===== src/rtl/reg_file_pkg.sv =====
// rtl/reg_file_pkg.sv - shared CPU constants: data width and register-transfer opcodes
package reg_file_pkg;

    localparam int DATA_WIDTH = 8;

    localparam logic [2:0] OP_LOAD_R0   = 3'b000;
    localparam logic [2:0] OP_LOAD_R1   = 3'b001;
    localparam logic [2:0] OP_MOV_R1_R0 = 3'b010;
    localparam logic [2:0] OP_MOV_R0_R1 = 3'b011;
    // Decoder idle opcode; 3'b100..3'b110 also decode as NOP.
    localparam logic [2:0] OP_NOP       = 3'b111;

endpackage


===== src/rtl/reg_file.sv =====
// rtl/reg_file.sv - two-entry register file (R0, R1) executing one transfer opcode per clock
module reg_file
    import reg_file_pkg::*;
#(
    parameter int WIDTH = DATA_WIDTH
) (
    input  logic             clock,
    input  logic             reset,
    input  logic             ena,
    input  logic [2:0]       opcode,
    input  logic [WIDTH-1:0] data_in,
    output logic [WIDTH-1:0] R0_out,
    output logic [WIDTH-1:0] R1_out
);

    logic [WIDTH-1:0] r0_q, r0_d;
    logic [WIDTH-1:0] r1_q, r1_d;

    // MOVs read the pre-edge register values, so a MOV right after a LOAD sees the loaded data.
    always_comb begin
        r0_d = r0_q;
        r1_d = r1_q;
        if (ena) begin
            case (opcode)
                OP_LOAD_R0:   r0_d = data_in;
                OP_LOAD_R1:   r1_d = data_in;
                OP_MOV_R1_R0: r1_d = r0_q;
                OP_MOV_R0_R1: r0_d = r1_q;
                default:      ;
            endcase
        end
    end

    always_ff @(posedge clock or negedge reset) begin
        if (!reset) begin
            r0_q <= '0;
            r1_q <= '0;
        end else begin
            r0_q <= r0_d;
            r1_q <= r1_d;
        end
    end

    assign R0_out = r0_q;
    assign R1_out = r1_q;

endmodule


===== config.mk =====
export PLATFORM = sky130hd
export DESIGN_NAME = reg_file
export DESIGN_NICKNAME = d
export VERILOG_FILES = /design/src/rtl/reg_file_pkg.sv /design/src/rtl/reg_file.sv
export SDC_FILE = /design/constraint.sdc
export NUM_CORES = 1
export LEC_CHECK = 0
export ABC_AREA = 1
export CAP_MARGIN = 20
export CORE_UTILIZATION = 30
export DETAILED_ROUTE_END_ITERATION = 6
export SYNTH_ARGS = -nofsm -noshare
export SYNTH_HDL_FRONTEND = slang
export SYNTH_SLANG_ARGS = --single-unit

===== constraint.sdc =====
create_clock -name clock -period 2.5 [get_ports clock]
set_clock_uncertainty 0.2 [all_clocks]
set_input_delay 0.5 -clock clock [delete_from_list [all_inputs] [get_ports clock]]
set_output_delay 0.5 -clock clock [all_outputs]
set_load 0.02 [all_outputs]

* Word level (Yosys, flattened, before mapping)
Cells that the tools add are included.
Widths: inputs -> output; s select.
** Word-level totals
- Input port bits :: 14
- Word-level logic and storage cells :: 12
- Output and inout bits :: 16
- Bits in registers :: 16
** Cells by class
- Muxes and demuxes :: 2
- Reduce and logical (&&, ||, !) cells :: 5
- Equal/unequal tests :: 3
** Operator list (number)
- $pmux 8 s2 :: 2
- $eq 3x2->1 const B :: 2
- $reduce_and 2->1 :: 2
- $reduce_bool 2->1 :: 2
- $eq 3x1->1 const B :: 1
- $logic_not 3->1 :: 1

* Longest topological paths before layout
Gate-level depths: netlist of the first run.
- Depth in word-level cells :: 3
- Depth in mapped cells :: 7
- Depth with buffers taken out :: 7

* Least setup slack after synthesis of the first run
OpenSTA, ideal clock, no wires.
- Path type :: input -> register
- Start :: input opcode[2]
- End :: register r1_q[0] (netlist: R1_out[0])
- Stages :: 6
- Setup time :: 0.117 ns
- Slack :: 1.064 ns
- Arrival time :: 1.119 ns
- Buffers on the path :: 0
- Required time :: 2.183 ns
- Cell sequence :: nor2_2 -> nand2_1 -> nand2_1 -> nand2_1 -> nand2_1 -> nand2_1
** On the way
- Cells in the longest elaborated chain, start to end :: 3
- Elaborated cells on any way between the ends :: 5
- Those cells by class :: 2 x eq/ne; 1 x mux; 2 x reduce/logical
** RTL lines
- start, declared :: RTL line reg_file.sv:10 : input logic [2:0] opcode,
- $eq 3x2->1 or $eq 3x1->1 (tied branches) :: RTL line reg_file.sv:24 : case (opcode)
- $reduce_bool 2->1 (no line)
- $reduce_and 2->1 (no line)
- end signal, assigned :: RTL line reg_file.sv:40 : r1_q <= r1_d;
- end, declared :: RTL line reg_file.sv:17 : logic [WIDTH-1:0] r1_q, r1_d;
Several ways; a longest one is shown, not always the timed one.
A chain may end at the register's enable or synchronous reset.

* Worst setup path after layout of the first run
- Start :: register r1_q[2] (netlist: R1_out[2])
- End :: output R1_out[2]
** RTL lines
- end, declared :: RTL line reg_file.sv:13 : output logic [WIDTH-1:0] R1_out
No word-level cell between the ends.

==> flow_metrics.tcl, run 1 <==
set metrics [dict create \
    outcome "finished clean" \
    syn_nets 144 \
    fp.dieArea_mm2 0.00319 \
    cts_hold_buf 0 \
    leakage_nw 0.671 \
    antennaDiodeCount 0 \
    worst_pin_slew_ns 0.390 \
    criticalPathCategory "reg -> out" \
    r2r_start "R1_out[2]$_DFFE_PN0P_" \
    fin_crit_sh 0.803 \
    cp_slowest_cell "clkdlybuf4s50_1" \
    synth_top_area_share 0.449 \
    grt_pass1_wl_um 4080 \
    start_kind "flop" \
    grt_antenna_before_repair 0 \
    hold_viol 0 \
    synth.top_cells.by_area "dfrtp_1 (45%), nand2_1 (35%), nand3_1 (5.6%), nand4_1 (5.6%), nand2_2 (1.4%)" \
    hold_class "reg -> reg" \
    synth-seq-cells 16 \
    clock.fmax_mhz 498 \
    crit_path_max_fanout 3 \
    yosysTopAreaCell "dfrtp_1" \
    synth_area_um2 891 \
    finalWorstSetupSlack_ns 0.492 \
    power.density_mw_per_mm2 622 \
    crit_family "buffers and inverters" \
    cts.htree.levels 1 \
    drive_above_1_share 0.0859 \
    cts_tree "built" \
    cts.sinks 16 \
    start_util 0.320 \
    placed_cells 191 \
    grt.total_usage 0.166 \
    fillers 292 \
    place_hpwl_um 1870 \
    port_buffers 29 \
    wl_um 2420 \
    worstSetupEndpointType "output pin" \
    ys_warn_count 0 \
    rr_endpoint "R0_out[2]$_DFFE_PN0P_" \
    period_needed_ns 2.01 \
    postSynthCellCount 130 \
    grt_start_max_net_pins 17 \
    cts_buffers 3 \
    die-width_um 56.5 \
    cp.buffers_inverters 1 \
    dp_slack_ns 0.340 \
    drt_iter0_drc 17 \
    r2r_slack_ns 1.50 \
    reg2reg_depth 4 \
    io_pins 30 \
    grt_pass1_vias 961 \
    post_cts_buffers 0 \
    min_from "R0_out[6]$_DFFE_PN0P_" \
    syn2layout_area_growth_pct 40.2 \
    grt_remaining_overflow 0 \
    num_vias 975 \
    rows 19 \
    cap_violations 0 \
    vdd_drop_max_v 0.000334 \
    arrival_ns 1.31 \
    slowest_delay_ns 0.62 \
    clock_path_buffers 2 \
    ys_types 12 \
    setup_violations 0 \
    clockRootBuffer "clkbuf_4" \
    ys_seq_area_frac 0.449 \
    tns_ns 0 \
    firstDrtPassIters 4 \
    crit_cells 1 \
    max_slew_margin 0.739 \
    clock_latency_ns 0.29 \
    die_h_um 56.5 \
    drc 0 \
    cp-startpoint "R1_out[2]$_DFFE_PN0P_" \
    avgViaCountPerCell 5.03 \
    wl_per_cell_um 12.5 \
    rsz0062_at_grt "false" \
    avgSynthCellArea_um2 6.85 \
    coreArea_mm2 0.00278 \
    critPathRequiredTime_ns 1.80 \
    ant_nets 0 \
    clkTransAtPathRegs_ns 0.09 \
    fin_nets 179 \
    crit_path_end "R1_out[2]" \
    final_max_slew_viol_count 0 \
    routabilityCongestion 0.881 \
    stdcell_count 194 \
    critical_path.cell_chain "clkdlybuf4s50_1" \
    cts.repair.resized 0 \
]
## layer usage
layer  routed length [um]  part of all wire  up-vias  GRT usage
li1                     -                 -      479          -
met1                 1140              0.47      454      0.197
met2                 1130              0.47       37      0.297
met3                  116             0.048        5     0.0253
met4                   40             0.017        0     0.0627
met5                    0                 0        -          0
## cell type report
cell class	count	area, um^2	area share
multi-input cells	106	448	0.359
inverters	5	18.8	0.0150
repair buffers	33	320	0.257
well taps	31	38.8	0.0311
flip-flops and latches	16	400	0.321
clock buffers	3	22.5	0.0180
## power breakdown
group	switching (mW)	total, mW	internal [mW]	leakage, nW
logic	0.153	0.290	0.137	0.455
registers	0.0429	0.350	0.307	0.202
clock network	0.0810	0.137	0.0560	0.0138
## cells in the final DEF (no fill, tap or decap), drive strengths merged
cell type      instances
nand2                 86
clkdlybuf4s50         29
dfrtp                 16
nand3                 10
nand4                  8
inv                    5
buf                    4
clkbuf                 3
nor2                   2
## registers in the layout, indices dropped and copies added, names as in the netlist
| register | count |
|---|---|
| R1_out | 8 |
| R0_out | 8 |
## Yosys cell counts
master   count
nand2_2      2
nor2_2       2
nand2_4      1
inv_1        3
nand3_1     10
nand2_1     83
buf_2        1
buf_4        1
buf_6        1
nand4_1      8
inv_2        2
dfrtp_1     16
## cell families after synthesis
kind of cell / count (synthesis) / synth area share
flops: 16 / 0.449
buf+inv: 8 / 0.0478
simple gates: 106 / 0.503
## worst min path at each step
stage | to | slack, ns | cells after the start
4_1_cts | R0_out[2]$_DFFE_PN0P_ | 0.32 | 2
3_3_place_gp | R0_out[6]$_DFFE_PN0P_ | 0.30 | 2
3_5_place_dp | R0_out[2]$_DFFE_PN0P_ | 0.30 | 2
6_report | R0_out[6]$_DFFE_PN0P_ | 0.31 | 2
2_1_floorplan | R0_out[0]$_DFFE_PN0P_ | 0.004 | 0
5_1_grt | R0_out[2]$_DFFE_PN0P_ | 0.33 | 2
## metrics by stage
step                 util  hold WS [ns]  power (mW)  instance area [um^2]
finish              0.449         0.315       0.777                  1250
global route        0.449         0.332       0.821                  1250
CTS                 0.449         0.320       0.784                  1250
detailed placement  0.441         0.297       0.647                  1230
global placement    0.441         0.295       0.644                  1230
floorplan               -       0.00441       0.491                   891
Power figures use the tool's default switching activity.
==> run 2, diff against run 1 <==
==> constraint.sdc (replaced) <==
create_clock -name clock -period 1.85 [get_ports clock]
set_clock_uncertainty 0.2 [all_clocks]
set_input_delay 0.37 -clock clock [delete_from_list [all_inputs] [get_ports clock]]
set_output_delay 0.37 -clock clock [all_outputs]
set_load 0.02 [all_outputs]
==> run 2 against run 1 <==
Global-route usage increased by 0.43 points. Critical endpoint is now R1_out[7]$_DFFE_PN0P_. Clock-buffer cell count unchanged. Sequential share of layout area down 1.0 points. First-iteration DRC count increased by 24%. Routed wire length grew 0.45%.
==> flow_metrics.tcl, run 2 (synthesis gave the netlist of run 1 again) <==
set metrics [dict create \
    fin_nets 185 \
    fillers 313 \
    grt.total_usage 0.170 \
    critical_path.cell_chain "clkdlybuf4s50_1 > inv_1 > nand2_1 > nand2_2 > nor2_2 > nand2_1 > nand2_1" \
    num_vias 976 \
    clock_path_buffers 2 \
    outcome "finished clean" \
    cts.sinks 16 \
    crit_path_max_fanout 8 \
    crit_top_cell "nand2_1" \
    start_util 0.320 \
    ant_nets 0 \
    grt_pass1_wl_um 4160 \
    start_kind "input port" \
    final_common_cell "nand2_1" \
    drt_iter0_drc 21 \
    drc 0 \
    setup_violations 0 \
    avgViaCountPerCell 4.88 \
    worst_pin_slew_ns 0.305 \
    clkTransAtPathRegs_ns 0.09 \
    place_hpwl_um 1980 \
    fin_crit_sh 0.888 \
    syn2layout_area_growth_pct 44.8 \
    clockRootBuffer "clkbuf_4" \
    io_pins 30 \
    multiInputGateArea_um2 448 \
    power.density_mw_per_mm2 781 \
    port_buffers 29 \
    die_h_um 56.5 \
    cp_slowest_cell "clkdlybuf4s50_1" \
    firstDrtPassIters 5 \
    slowest_delay_ns 0.60 \
    cts.htree.levels 1 \
    routabilityCongestion 0.857 \
    clock.fmax_mhz 609 \
    post_cts_buffers 0 \
    rows 19 \
    grt_pass1_vias 967 \
    final_cell_mix "nand2_1 (83), dfrtp_1 (16), dlygate4sd2_1 (15), clkdlybuf4s50_1 (13), nand3_1 (10)" \
    antennaDiodeCount 0 \
    cts_buffers 3 \
    wl_um 2440 \
    cts_tree "built" \
    leakage_nw 0.757 \
    cp.buffers_inverters 2 \
    cts_hold_buf 0 \
    final_max_slew_viol_count 0 \
    fp.dieArea_mm2 0.00319 \
    rsz0062_at_grt "false" \
    cap_violations 0 \
    die-width_um 56.5 \
    period_needed_ns 1.64 \
    wl_per_cell_um 12.2 \
    hold_class "in -> async" \
    criticalPathCategory "in -> reg" \
    crit_family "buffers and inverters" \
    power_mw 1.01 \
    hold_viol 0 \
    regArea_um2 400 \
    grt_remaining_overflow 0 \
    coreArea_mm2 0.00278 \
    grt_antenna_before_repair 0 \
    arrival_ns 1.67 \
    worstSetupEndpointType "flop" \
    critPathRequiredTime_ns 1.88 \
    grt_start_max_net_pins 17 \
    drive_above_1_share 0.118 \
    max_slew_margin 0.796 \
    hold_ws_ns 0.209 \
    vdd_drop_max_v 0.000436 \
    clock_latency_ns 0.28 \
]
run 2: changes by cell type in the layout (fill, tap and decap cells not counted):
| cell | delta |
|---|---|
| clkdlybuf4s50_1 | -16 |
| buf_12 | +1 |
| buf_4 | +5 |
| dlymetal6s2s_1 | +1 |
| dlygate4sd2_1 | +15 |
run 2: cell type report:
class,count,area share
clock buffer,3,0.0175
sequential,16,0.310
tap,31,0.0301
timing repair buffer,39,0.280
inverter,5,0.0145
multi-input combinational,106,0.347
run 2: routing by layer:
layer  vias to the layer above  track usage  share of wire
met5                         -            0              0
met4                         0       0.0697          0.024
met3                         8       0.0323          0.077
met2                        41        0.274           0.47
met1                       436        0.223           0.43
li1                        491            -              -
run 2: final timing paths:
kind	from	endpoint	slack, ns	cells after the start
max	opcode[1]	R1_out[7]$_DFFE_PN0P_	0.21	7
min	reset	R1_out[5]$_DFFE_PN0P_	0.21	2
max reg2reg	R1_out[7]$_DFFE_PN0P_	R0_out[7]$_DFFE_PN0P_	0.86	4
min reg2reg	R0_out[0]$_DFFE_PN0P_	R0_out[0]$_DFFE_PN0P_	0.32	2
max in group asynchronous	reset	R0_out[7]$_DFFE_PN0P_	1.05	2
min in group clock	R0_out[0]$_DFFE_PN0P_	R0_out[0]$_DFFE_PN0P_	0.32	2
run 2: repair_timing:
item / in CTS / in global routing
setup endpoints to repair: 15 / 1
gates resized for setup: 15 / 1
gates cloned: 0 / 0
hold endpoints to repair: 0 / 0
run 2: through the flow:
step / setup WS, ns / std cells / utilization / setup TNS (ns) / cell area, um^2
final: 0.208 / 200 / 0.464 / 0 / 1290
after floorplan: 0.544 / 130 / - / 0 / 891
after global placement: -0.0182 / 197 / 0.462 / -0.0959 / 1280
after detailed placement: -0.0834 / 197 / 0.462 / -0.528 / 1280
after global routing: 0.0567 / 200 / 0.464 / 0 / 1290
after CTS: 0.00258 / 200 / 0.463 / 0 / 1290
run 2: power breakdown:
| part | switching (mW) | internal [mW] |
|---|---|---|
| clock | 0.104 | 0.0754 |
| combinational | 0.205 | 0.150 |
| sequential | 0.0579 | 0.415 |
